===== config.mk =====
export PLATFORM = sky130hd
export DESIGN_NAME = chan_rr_arbiter_flat
export DESIGN_NICKNAME = d
export VERILOG_FILES = /design/src/rtl/chan_rr_arbiter_if.sv /design/src/rtl/chan_rr_arbiter.sv /design/src/flat_wrapper.sv
export SDC_FILE = /design/constraint.sdc
export NUM_CORES = 1
export LEC_CHECK = 0
export BUFFER_PORTS_ARGS = -buffer_cell sky130_fd_sc_hd__buf_4
export CAP_MARGIN = 20
export CORE_MARGIN = 2
export CORE_UTILIZATION = 41
export CTS_BUF_LIST = sky130_fd_sc_hd__clkbuf_8
export CTS_CLUSTER_DIAMETER = 150
export CTS_CLUSTER_SIZE = 28
export DETAILED_ROUTE_END_ITERATION = 8
export PLACE_DENSITY = 0.7
export SLEW_MARGIN = 20
export SYNTH_ARGS = -nofsm -noshare
export SYNTH_HDL_FRONTEND = slang
export SYNTH_SLANG_ARGS = --single-unit

===== constraint.sdc =====
create_clock -name clk -period 2.1 [get_ports clk]
set_input_delay 0.42 -clock clk [delete_from_list [all_inputs] [get_ports clk]]
set_output_delay 0.42 -clock clk [all_outputs]
set_load 0.02 [all_outputs]

===== src/rtl/chan_rr_arbiter_if.sv =====
// ============================================================================
//  Module      : chan_rr_arbiter_if
//  Description : Requester-side and channel-side signal bundle for the
//                round-robin channel arbiter. The master modport is the
//                arbiter; the slave modport is the environment around it.
//  Revision    : 1.0 - initial release
// ============================================================================
`default_nettype none

interface chan_rr_arbiter_if #(
    parameter int NUM_REQ = 4,
    parameter int DW      = 8,
    parameter int CNT_W   = 16
);
    localparam int SRC_W = (NUM_REQ > 1) ? $clog2(NUM_REQ) : 1;

    logic [NUM_REQ-1:0]    req_valid;
    logic [NUM_REQ*DW-1:0] req_data;
    logic [NUM_REQ-1:0]    req_ready;
    logic                  out_valid;
    logic [DW-1:0]         out_data;
    logic                  out_ready;
    logic [SRC_W-1:0]      out_src;
    logic                  busy;
    logic [CNT_W-1:0]      xfer_cnt;
    logic                  timeout_err;

    modport master (
        input  req_valid, req_data, out_ready,
        output req_ready, out_valid, out_data, out_src, busy, xfer_cnt, timeout_err
    );

    modport slave (
        output req_valid, req_data, out_ready,
        input  req_ready, out_valid, out_data, out_src, busy, xfer_cnt, timeout_err
    );
endinterface

`default_nettype wire


===== src/rtl/chan_rr_arbiter.sv =====
// ============================================================================
//  Module      : chan_rr_arbiter
//  Description : Round-robin arbiter sharing one valid/ready channel between
//                NUM_REQ requesters, with a completed-transfer counter and a
//                sticky stall watchdog.
//  Revision    : 1.0 - initial release
// ============================================================================
`default_nettype none

module chan_rr_arbiter #(
    parameter int NUM_REQ = 4,
    parameter int DW      = 8,
    parameter int TIMEOUT = 16,
    parameter int CNT_W   = 16
) (
    input  wire logic         clk,
    input  wire logic         rst_n,
    chan_rr_arbiter_if.master ch
);
    localparam int SRC_W = (NUM_REQ > 1) ? $clog2(NUM_REQ) : 1;
    localparam logic [7:0] c_TIMEOUT = 8'(TIMEOUT);

    typedef enum logic [0:0] {
        S_IDLE = 1'b0,
        S_WAIT = 1'b1
    } state_t;

    state_t           r_state;
    state_t           w_state_nxt;
    logic [SRC_W-1:0] r_last_grant;
    logic [SRC_W-1:0] r_out_src;
    logic [DW-1:0]    r_out_data;
    logic [CNT_W-1:0] r_xfer_cnt;
    logic [7:0]       r_wait_cnt;
    logic             r_timeout_err;

    logic [SRC_W-1:0] w_cand;
    logic [SRC_W-1:0] w_gnt_idx;
    logic             w_gnt_vld;
    logic [DW-1:0]    w_sel_data;
    logic             w_cap;
    logic             w_grant;
    logic             w_done;

    // The output register may be reloaded when empty or when its word leaves.
    assign w_cap   = (r_state == S_IDLE) || ch.out_ready;
    assign w_grant = w_cap && w_gnt_vld;
    assign w_done  = (r_state == S_WAIT) && ch.out_ready;

    // Rotating priority search starting just above the previous winner.
    always_comb begin
        w_cand    = '0;
        w_gnt_idx = '0;
        w_gnt_vld = 1'b0;
        for (int k = 1; k <= NUM_REQ; k++) begin
            w_cand = SRC_W'((int'(r_last_grant) + k) % NUM_REQ);
            if (!w_gnt_vld && ch.req_valid[w_cand]) begin
                w_gnt_vld = 1'b1;
                w_gnt_idx = w_cand;
            end
        end
    end

    // Select the winning requester's data word.
    always_comb begin
        w_sel_data = '0;
        for (int i = 0; i < NUM_REQ; i++) begin
            if (w_gnt_idx == SRC_W'(i)) begin
                w_sel_data = ch.req_data[i*DW +: DW];
            end
        end
    end

    assign ch.req_ready = w_grant ? (NUM_REQ'(1) << w_gnt_idx) : '0;

    // Next state: reload on a grant, drain to IDLE when nothing is pending.
    always_comb begin
        w_state_nxt = r_state;
        if (w_cap) begin
            w_state_nxt = w_gnt_vld ? S_WAIT : S_IDLE;
        end
    end

    // State register.
    always_ff @(posedge clk or negedge rst_n) begin
        if (!rst_n) begin
            r_state <= S_IDLE;
        end else begin
            r_state <= w_state_nxt;
        end
    end

    // Capture the granted word; last_grant resets so requester 0 wins first.
    always_ff @(posedge clk or negedge rst_n) begin
        if (!rst_n) begin
            r_out_data   <= '0;
            r_out_src    <= '0;
            r_last_grant <= SRC_W'(NUM_REQ - 1);
        end else if (w_grant) begin
            r_out_data   <= w_sel_data;
            r_out_src    <= w_gnt_idx;
            r_last_grant <= w_gnt_idx;
        end
    end

    // Count words accepted by the channel; wraps naturally.
    always_ff @(posedge clk or negedge rst_n) begin
        if (!rst_n) begin
            r_xfer_cnt <= '0;
        end else if (w_done) begin
            r_xfer_cnt <= r_xfer_cnt + CNT_W'(1);
        end
    end

    // Stall watchdog: counts stalled WAIT cycles, flag is sticky until reset.
    always_ff @(posedge clk or negedge rst_n) begin
        if (!rst_n) begin
            r_wait_cnt    <= '0;
            r_timeout_err <= 1'b0;
        end else begin
            if (w_grant || w_done) begin
                r_wait_cnt <= '0;
            end else if ((r_state == S_WAIT) && (r_wait_cnt < c_TIMEOUT)) begin
                r_wait_cnt <= r_wait_cnt + 8'd1;
            end
            // Set on the same edge at which the stall count reaches TIMEOUT.
            if ((r_state == S_WAIT) && !ch.out_ready &&
                (r_wait_cnt >= (c_TIMEOUT - 8'd1))) begin
                r_timeout_err <= 1'b1;
            end
        end
    end

    assign ch.out_valid   = (r_state == S_WAIT);
    assign ch.busy        = (r_state == S_WAIT);
    assign ch.out_data    = r_out_data;
    assign ch.out_src     = r_out_src;
    assign ch.xfer_cnt    = r_xfer_cnt;
    assign ch.timeout_err = r_timeout_err;

endmodule

`default_nettype wire

===== src/flat_wrapper.sv =====
// flat-port wrapper written by rule: the top's interface ports become plain ports
module chan_rr_arbiter_flat 
#(
    parameter int NUM_REQ = 4,
    parameter int DW      = 8,
    parameter int TIMEOUT = 16,
    parameter int CNT_W   = 16
)
  (clk, rst_n, ch_req_valid, ch_req_data, ch_out_ready, ch_req_ready, ch_out_valid, ch_out_data, ch_out_src, ch_busy, ch_xfer_cnt, ch_timeout_err);
  chan_rr_arbiter_if #(.NUM_REQ(NUM_REQ), .DW(DW), .CNT_W(CNT_W)) ch_i ();
  input  wire logic clk;
  input  wire logic rst_n;
  input wire logic [$bits(ch_i.req_valid)-1:0] ch_req_valid;
  input wire logic [$bits(ch_i.req_data)-1:0] ch_req_data;
  input wire logic [$bits(ch_i.out_ready)-1:0] ch_out_ready;
  output wire logic [$bits(ch_i.req_ready)-1:0] ch_req_ready;
  output wire logic [$bits(ch_i.out_valid)-1:0] ch_out_valid;
  output wire logic [$bits(ch_i.out_data)-1:0] ch_out_data;
  output wire logic [$bits(ch_i.out_src)-1:0] ch_out_src;
  output wire logic [$bits(ch_i.busy)-1:0] ch_busy;
  output wire logic [$bits(ch_i.xfer_cnt)-1:0] ch_xfer_cnt;
  output wire logic [$bits(ch_i.timeout_err)-1:0] ch_timeout_err;
  assign ch_i.req_valid = ch_req_valid;
  assign ch_i.req_data = ch_req_data;
  assign ch_i.out_ready = ch_out_ready;
  assign ch_req_ready = ch_i.req_ready;
  assign ch_out_valid = ch_i.out_valid;
  assign ch_out_data = ch_i.out_data;
  assign ch_out_src = ch_i.out_src;
  assign ch_busy = ch_i.busy;
  assign ch_xfer_cnt = ch_i.xfer_cnt;
  assign ch_timeout_err = ch_i.timeout_err;
  chan_rr_arbiter #(.NUM_REQ(NUM_REQ), .DW(DW), .TIMEOUT(TIMEOUT), .CNT_W(CNT_W)) u_core (.clk(clk), .rst_n(rst_n), .ch(ch_i));
endmodule

=== Word level (Yosys, flattened, before mapping) ===
Index checks and enable logic that the tools add are counted.

* Add/subtract/negate cells: 6
* $lt $le $gt $ge: 6
* Equal/unequal tests: 3
* Shift operators: 1
* Multiplexer cells: 24
* Bitwise operators: 1
* Reductions and logical operators: 16

{| class="wikitable"
|+ Operators with widths
! operator !! number
|-
| $mux 8 || 6
|-
| $add 16x1->16 const B || 1
|-
| $lt 2x3->1 const B || 4
|-
| $mux 1 || 9
|-
| $add 8x1->8 const B || 1
|-
| $bmux 1 s2 || 4
|-
| $ge 8x4->1 const B || 1
|-
| $logic_and 1x1->1 || 8
|-
| $lt 8x5->1 const B || 1
|-
| $mux 2 || 4
|-
| $add 2x1->2 const B || 2
|-
| $add 2x2->2 const B || 2
|-
| $eq 2x2->1 const B || 2
|-
| $logic_not 1->1 || 4
|-
| $mux 4 || 1
|-
| $shl 1x2->4 const A || 1
|-
| $eq 2x1->1 const B || 1
|-
| $logic_not 2->1 || 1
|-
| $logic_or 1x1->1 || 2
|-
| $reduce_bool 2->1 || 1
|-
| $not 1->1 || 1
|}

* Register bits after elaboration: 38
* Bits of input ports: 39
* Output and inout bits: 33
* Word-level logic and storage cells: 64

=== Longest topological paths before layout ===
Gate-level depths: netlist (run 1).

* Word-level depth: 18
* Depth in mapped cells: 6
* Depth with buffers taken out: 5

=== Least setup slack after synthesis (run 1) ===
OpenSTA, ideal clock, no wires.

* Kind: register to output
* From: reg u_core.r_last_grant[1]
* To: out ch_req_ready[2]
* Data arrival time: 1.590 ns
* Setup slack: 0.090 ns
* Stages on the path, launching flop included: 6
* Cell sequence: dfstp_2 nand3b_1 a31oi_4 buf_4 nand2_1 nor2_1

* Cells in the longest elaborated chain, start to end: 15

{| class="wikitable"
|+ Ends and longest elaborated chain
! element !! RTL line !! RTL
|-
| from (decl) || chan_rr_arbiter.sv:30 || <nowiki>logic [SRC_W-1:0] r_last_grant;</nowiki>
|-
| from (signal assigned) || chan_rr_arbiter.sv:98 || <nowiki>r_last_grant <= SRC_W'(NUM_REQ - 1);</nowiki>
|-
| from (signal assigned) || chan_rr_arbiter.sv:102 || <nowiki>r_last_grant <= w_gnt_idx;</nowiki>
|-
| $add 2x1->2 || chan_rr_arbiter.sv:56 || <nowiki>w_cand = SRC_W'((int'(r_last_grant) + k) % NUM_REQ);</nowiki>
|-
| $bmux 1 s2 || chan_rr_arbiter.sv:57 || <nowiki>if (!w_gnt_vld && ch.req_valid[w_cand]) begin</nowiki>
|-
| $mux 1 (implied by the code) || chan_rr_arbiter.sv:57 ||
|-
| $mux 1 || chan_rr_arbiter.sv:57 ||
|-
| $logic_not 1->1 || chan_rr_arbiter.sv:57 ||
|-
| $logic_and 1x1->1 || chan_rr_arbiter.sv:57 ||
|-
| $mux 1 || chan_rr_arbiter.sv:57 ||
|-
| $logic_not 1->1 || chan_rr_arbiter.sv:57 ||
|-
| $logic_and 1x1->1 || chan_rr_arbiter.sv:57 ||
|-
| $mux 1 || chan_rr_arbiter.sv:57 ||
|-
| $logic_not 1->1 || chan_rr_arbiter.sv:57 ||
|-
| $logic_and 1x1->1 || chan_rr_arbiter.sv:57 ||
|-
| $mux 2 or $mux 1 (tied branches) || chan_rr_arbiter.sv:57 ||
|-
| $shl 1x2->4 or $logic_and 1x1->1 (tied branches) || chan_rr_arbiter.sv:74, chan_rr_arbiter.sv:47 ||
|-
| $mux 4 * || chan_rr_arbiter.sv:74 || <nowiki>assign ch.req_ready = w_grant ? (NUM_REQ'(1) << w_gnt_idx) : '0;</nowiki>
|-
| to (decl) || flat_wrapper.sv:16 || <nowiki>output wire logic [$bits(ch_i.req_ready)-1:0] ch_req_ready;</nowiki>
|}

Mark *: on every way between the ends. The rest lies on a longest branch, timed or not. The select of a mux whose other input is x is not followed.

=== Worst setup path after layout (run 1) ===
* From: reg u_core.r_last_grant[1]
* To: out ch_req_ready[0]

Same word-level chain as after synthesis.

==> results.py, run 1 <==
metrics = {
    "finish": {
        "drive_above_1_share": 0.412,
        "finalInstanceArea_um2": 2700,
        "instances_no_fill": 314,
        "area.growth.synth_to_final_pct": 40.7,
        "post-route-util": 0.607,
        "fin_nets": 303,
        "fillers": 369,
        "diodes": 0,
    },
    "die": {
        "die_area_um2": 5240,
        "die_w_um": 72.4,
        "die_h_um": 72.4,
        "io_pins": 72,
        "core_area_um2": 4440,
        "start_util": 0.432,
        "rows": 24,
    },
    "clocking": {
        "max-clock-path-buffers": 2,
        "cts.sinks": 38,
        "clock_latency_ns": 0.28,
        "root_buffer": "clkbuf_8",
        "tritoncts": "yes",
        "h-tree-depth": 2,
        "cts_made_buffers": 5,
        "path_clk_slew_ns": 0.07,
    },
    "synthesis": {
        "synth.avg_cell_area_um2": 10.8,
        "synth_cell_types": 38,
        "synth_flop_cell": "dfrtp_1",
        "synth_seq_area_share": 0.497,
        "ys_ff_latch": 38,
        "synth_edf_count": 0,
        "yosysMostFrequentCell": "dfrtp_1",
        "synth_common_cells": "dfrtp_1 (36), nand2_1 (21), nor2_1 (15)",
        "netlist_area_um2": 1920,
        "synth_fp_nets": 219,
        "ys_async_sr_fraction": 1.00,
        "yosys_warnings": 0,
        "synth.area.top_cells": "dfrtp_1 (47%), mux2i_1 (6.8%), xnor2_1 (5.5%)",
        "synth_area_leader_cell": "dfrtp_1",
        "yosysTopAreaCellShare": 0.470,
        "syn_inst": 178,
    },
    "sta": {
        "period_needed_ns": 2.17,
        "worst_slack_ns": -0.0677,
        "max_freq_mhz": 461,
        "period_share": 1.03,
        "maxSlewViolCount": 0,
        "setup_violations": 1,
        "worst_slew_margin_rel": 0.678,
        "tightest_slew_ns": 0.483,
        "fin_skew_ns": 0.00485,
        "hold_viol_final": 0,
        "rsz0062_at_grt": "yes",
    },
    "routing": {
        "via_per_inst": 5.08,
        "detail_route.first_pass.iterations": 4,
        "antenna_left": 0,
        "vias": 1595,
        "drt_iter0_markers": 80,
        "post-route-drc-count": 0,
        "wl_per_cell_um": 14.2,
        "wirelength_um": 4460,
    },
    "global_routing": {
        "grt_usage": 0.175,
        "antenna_found_initial": 0,
        "grt_pass1_wl_um": 7160,
        "grt_max_degree": 39,
        "grt_pass1_vias": 1548,
        "grt_overflow": 0,
    },
    "outcome": {
        "status": "finished, violations left",
        "violations": "setup timing",
    },
    "pwr": {
        "power_frac_clock": 0.250,
        "p_sw_w": 0.000804,
        "power_density_nw_per_um2": 921,
        "cellInternalPower_w": 0.00168,
        "static-leakage-power_nw": 1.32,
        "p_seq_frac": 0.398,
        "combPwrFrac": 0.352,
        "ir_worst_vdd_uv": 568,
        "swShare": 0.323,
    },
    "worst_hold_path": {
        "min_path_type": "in2async",
    },
    "worst_setup_path": {
        "crit_fanout": 6,
        "start_kind": "register",
        "arrival_ns": 1.75,
        "slowest_delay_ns": 0.59,
        "critPathKind": "reg2out",
        "cp_slowest_cell": "dfstp_2",
        "crit_chain": "nand2b_1, a31oi_4, nand2b_2, nor2_1, buf_4",
        "crit_path_end_kind": "primary output",
        "worst_ep_required_time_ns": 1.68,
    },
    "placement": {
        "place_hpwl_um": 3260,
        "port-buffer-count": 71,
        "placed_cells": 302,
        "place_congestion": 0.813,
        "dpl-instance-area_um2": 2520,
    },
    "job": {
        "max_cap_violations": 0,
    },
}
==> state kept, by name, summed over array words and instances, names as in the netlist <==
signal	count
u_core.ch.out_data	8
u_core.ch.out_src	2
u_core.r_last_grant	2
u_core.r_wait_cnt	8
u_core.ch.busy	1
u_core.ch.timeout_err	1
u_core.ch.xfer_cnt	16
==> cell families (layout without fill, tap and decap cells) <==
logic type / count (synthesis) / in the layout / synth area share
compound gates: 19 / 19 / 0.0854
xor+xnor: 18 / 18 / 0.0822
fa+ha+maj: 2 / 2 / 0.0130
buf+inv: 8 / 92 / 0.0280
flops: 38 / 38 / 0.497
mux: 19 / 19 / 0.103
simple gates: 74 / 74 / 0.191
==> final timing paths <==
path | startpoint | endpoint | slack, ns | cells past startpoint
worst max-delay path | u_core.r_last_grant[1]$_DFFE_PN1P_ | ch_req_ready[0] | -0.07 | 5
worst min-delay path | rst_n | u_core.ch.xfer_cnt[0]$_DFFE_PN0P_ | 0.09 | 1
worst max register to register | u_core.r_last_grant[1]$_DFFE_PN1P_ | u_core.ch.out_data[5]$_DFFE_PN0P_ | 0.15 | 8
worst min register to register | u_core.ch.xfer_cnt[15]$_DFFE_PN0P_ | u_core.ch.xfer_cnt[15]$_DFFE_PN0P_ | 0.47 | 1
max in group asynchronous | rst_n | u_core.r_last_grant[0]$_DFFE_PN1P_ | 1.65 | 1
min in group clk | ch_req_data[7] | u_core.ch.out_data[7]$_DFFE_PN0P_ | 0.46 | 3
==> power groups by stage <==
stage,Sequential (W),Combinational [W],Clock [W]
2_1_floorplan,0.00112,0.000343,0
3_3_place_gp,0.00100,0.000822,0
3_5_place_dp,0.00100,0.000835,0
4_1_cts,0.000989,0.000848,0.000638
5_1_grt,0.00101,0.000940,0.000662
6_report,0.000989,0.000874,0.000621
==> final cells by class <==
class                   count  area (um2)  share of cell area
clock inverters             1        30.0              0.0111
well taps                  52        65.1              0.0241
repair buffers             83         631               0.234
multi-input cells         132         930               0.344
flip-flops and latches     38         953               0.353
clock buffers               6        82.6              0.0306
inverters                   2        7.51             0.00278
==> critical path, delay by kind of cell, from the launching register on <==
kind                   cells  cell delay [ns]
and+or+nand+nor            3             0.56
AOI/OAI and AO/OA          1             0.14
DFF                        1             0.59
buffers and inverters      1             0.17
==> per-stage QoR <==
| stage | setup TNS, ns | setup WS [ns] | hold slack, ns | total power, W |
|---|---|---|---|---|
| floorplan | 0 | 0.0898 | 0.124 | 0.00146 |
| global placement | 0 | 0.0664 | 0.418 | 0.00182 |
| detailed placement | 0 | 0.0208 | 0.416 | 0.00184 |
| CTS | 0 | 0.00186 | 0.103 | 0.00247 |
| global route | -0.385 | -0.172 | 0.119 | 0.00261 |
| finish | -0.0677 | -0.0677 | 0.0916 | 0.00248 |
==> repair_timing <==
item,4_1_cts,5_1_grt
setup buffers,2,3
pin swaps,1,3
hold buffers,0,0
hold endpoints to repair,0,0
endpoints found under the setup margin,4,4
gates resized for setup,1,7
==> layer usage <==
metal,part of all wire,global-route usage
met1,0.46,0.231
met2,0.48,0.274
met3,0.043,0.0528
met4,0.013,0.0638
met5,0,0
==> layout by cell type (no fill, tap or decap), drive strengths merged, types with 3 or more instances in the layout <==
cell / instances
xnor2: 12
buf: 83
o221ai: 3
nand3: 13
nand2b: 5
nor2b: 4
nand4: 4
nand2: 23
mux2: 6
dfrtp: 36
o221a: 3
clkbuf: 6
mux2i: 13
xor2: 6
o21a: 3
nor2: 15
No activity file was read; power rests on OpenSTA's default activity.
==> inputs of run 2 (changes only) <==
- PLACE_DENSITY: 0.7 -> 0.72
- clock period: 2.1 -> 1.8 ns (I/O delays scaled with it)
==> results.py, run 2 (synthesized netlist as in run 1, its figures left out) <==
metrics = {
    "clocking": {
        "cts_made_buffers": 5,
        "cts_hold_buf": 0,
        "root_buffer": "clkbuf_8",
        "path_clk_slew_ns": 0.08,
        "h-tree-depth": 2,
        "tritoncts": "yes",
        "clock_latency_ns": 0.29,
        "max-clock-path-buffers": 2,
        "cts.sinks": 38,
    },
    "sta": {
        "rsz0062_at_grt": "yes",
        "maxSlewViolCount": 0,
        "tightest_slew_ns": 0.484,
        "period_share": 1.11,
        "hold_viol_final": 0,
        "period_needed_ns": 2.01,
        "worst_slack_ns": -0.206,
        "worst_slew_margin_rel": 0.678,
        "hold-worst-slack_ns": 0.0252,
        "fin_skew_ns": 0.00646,
        "max_freq_mhz": 499,
        "setup_violations": 11,
    },
    "worst_setup_path": {
        "cpLargestDelayFamily": "flip-flops",
        "reg2reg_from": "u_core.r_last_grant[1]$_DFFE_PN1P_",
        "start_kind": "register",
        "critPathLaunch": "u_core.r_last_grant[1]$_DFFE_PN1P_",
        "worst_ep_required_time_ns": 1.44,
        "timing.rr.end": "u_core.ch.out_data[7]$_DFFE_PN0P_",
        "cp-endpoint": "ch_req_ready[2]",
        "arrival_ns": 1.65,
        "cp_slowest_cell": "dfstp_2",
        "crit_path_end_kind": "primary output",
        "crit_chain": "mux2i_1, o22ai_1, a21o_2, nor2_4, buf_6",
        "crit_buf_inv": 1,
        "worst-path-stages": 5,
        "slowest_delay_ns": 0.59,
        "crit_fanout": 7,
        "critPathKind": "reg2out",
        "rr_worst_depth": 8,
        "r2r_setup_slack_ns": -0.10,
    },
    "finish": {
        "mostFrequentLayoutCell": "buf_4",
        "instances_no_fill": 325,
        "drive_above_1_share": 0.469,
        "fin_nets": 313,
        "area.growth.synth_to_final_pct": 50.0,
        "diodes": 0,
        "mostFrequentLayoutCells": "buf_4 (86), dfrtp_1 (36), nand2_1 (20)",
        "largest_reg_flops": 16,
    },
    "routing": {
        "via_per_inst": 5.14,
        "wirelength_um": 4600,
        "antenna_left": 0,
        "post-route-drc-count": 0,
        "vias": 1671,
        "drt_iter0_markers": 72,
        "detail_route.first_pass.iterations": 5,
        "wl_per_cell_um": 14.1,
    },
    "global_routing": {
        "grt_pass1_wl_um": 7620,
        "grt_usage": 0.185,
        "grt_max_degree": 39,
        "grt_pass1_vias": 1664,
        "grt_overflow": 0,
        "antenna_found_initial": 0,
    },
    "pwr": {
        "p_seq_frac": 0.365,
        "total_power_w": 0.00317,
        "power_frac_clock": 0.284,
        "combPwrFrac": 0.351,
        "static-leakage-power_nw": 1.40,
        "p_sw_w": 0.000999,
        "power_density_nw_per_um2": 1100,
        "ir_worst_vdd_uv": 448,
        "swShare": 0.315,
        "cellInternalPower_w": 0.00217,
    },
    "die": {
        "start_util": 0.432,
        "die_h_um": 72.4,
        "die_w_um": 72.4,
        "die_area_um2": 5240,
        "io_pins": 72,
        "core_area_um2": 4440,
        "rows": 24,
    },
    "job": {
        "max_cap_violations": 0,
    },
    "placement": {
        "port-buffer-count": 71,
        "place_hpwl_um": 3390,
        "place_congestion": 0.855,
        "placed_cells": 312,
    },
    "outcome": {
        "violations": "setup timing",
        "status": "finished, violations left",
    },
    "worst_hold_path": {
        "min_path_type": "in2async",
    },
}
[run 2: changes by cell type in the layout (fill, tap and decap cells not counted), moves of 2 or more]
cell / delta
nor2_4: +2
o221ai_1: -2
nor2_1: -2
o221ai_2: +2
nand2_2: -2
buf_6: +5
mux2i_2: +4
nand2_4: +3
mux2i_1: -4
buf_4: +5
[run 2: repair_timing]
action / in CTS / in global routing
gates resized for setup: 14 / 6
pin swaps: 6 / 2
setup buffers: 5 / 0
setup endpoints to repair: 9 / 12
[run 2: final cells by class]
class	instances	area, um2
clock inverters	2	60.1
clock buffers	6	82.6
fillers	372	1570
multi-input cells	132	985
repair buffers	93	724
inverters	2	7.51
flip-flops and latches	38	953
well taps	52	65.1
[run 2: worst min-delay path by stage]
| stage | end | slack [ns] | cells past startpoint |
|---|---|---|---|
| floorplan | u_core.ch.busy$_DFFE_PN0N_ | 0.06 | 0 |
| global placement | u_core.ch.xfer_cnt[0]$_DFFE_PN0P_ | 0.36 | 1 |
| detailed placement | u_core.ch.xfer_cnt[4]$_DFFE_PN0P_ | 0.35 | 1 |
| CTS | u_core.ch.xfer_cnt[4]$_DFFE_PN0P_ | 0.04 | 1 |
| global route | u_core.ch.xfer_cnt[0]$_DFFE_PN0P_ | 0.05 | 1 |
| finish | u_core.ch.xfer_cnt[3]$_DFFE_PN0P_ | 0.03 | 1 |
[run 2: power by group through the flow]
stage,sequential (W),combinational [W],clock [W]
2_1_floorplan,0.00131,0.000418,0
3_3_place_gp,0.00117,0.00100,0
3_5_place_dp,0.00118,0.00102,0
4_1_cts,0.00116,0.00109,0.000921
5_1_grt,0.00119,0.00120,0.000959
6_report,0.00116,0.00111,0.000900
[run 2: stage by stage]
step	utilization	setup WS [ns]	cell area, um2	TNS (ns)
after floorplan	-	-0.0139	1940	-0.0139
after global placement	0.590	-0.0903	2620	-0.234
after detailed placement	0.590	-0.102	2620	-0.426
after CTS	0.641	-0.216	2850	-1.11
after global routing	0.648	-0.292	2880	-1.99
final	0.648	-0.206	2880	-1.08
[run 2: metal layers]
metal | vias to the layer above | track usage | wire (um)
met5 | - | 0 | 0
met4 | 0 | 0.0350 | 33
met3 | 4 | 0.0486 | 233
met2 | 57 | 0.312 | 2270
met1 | 804 | 0.242 | 2060
li1 | 806 | - | -
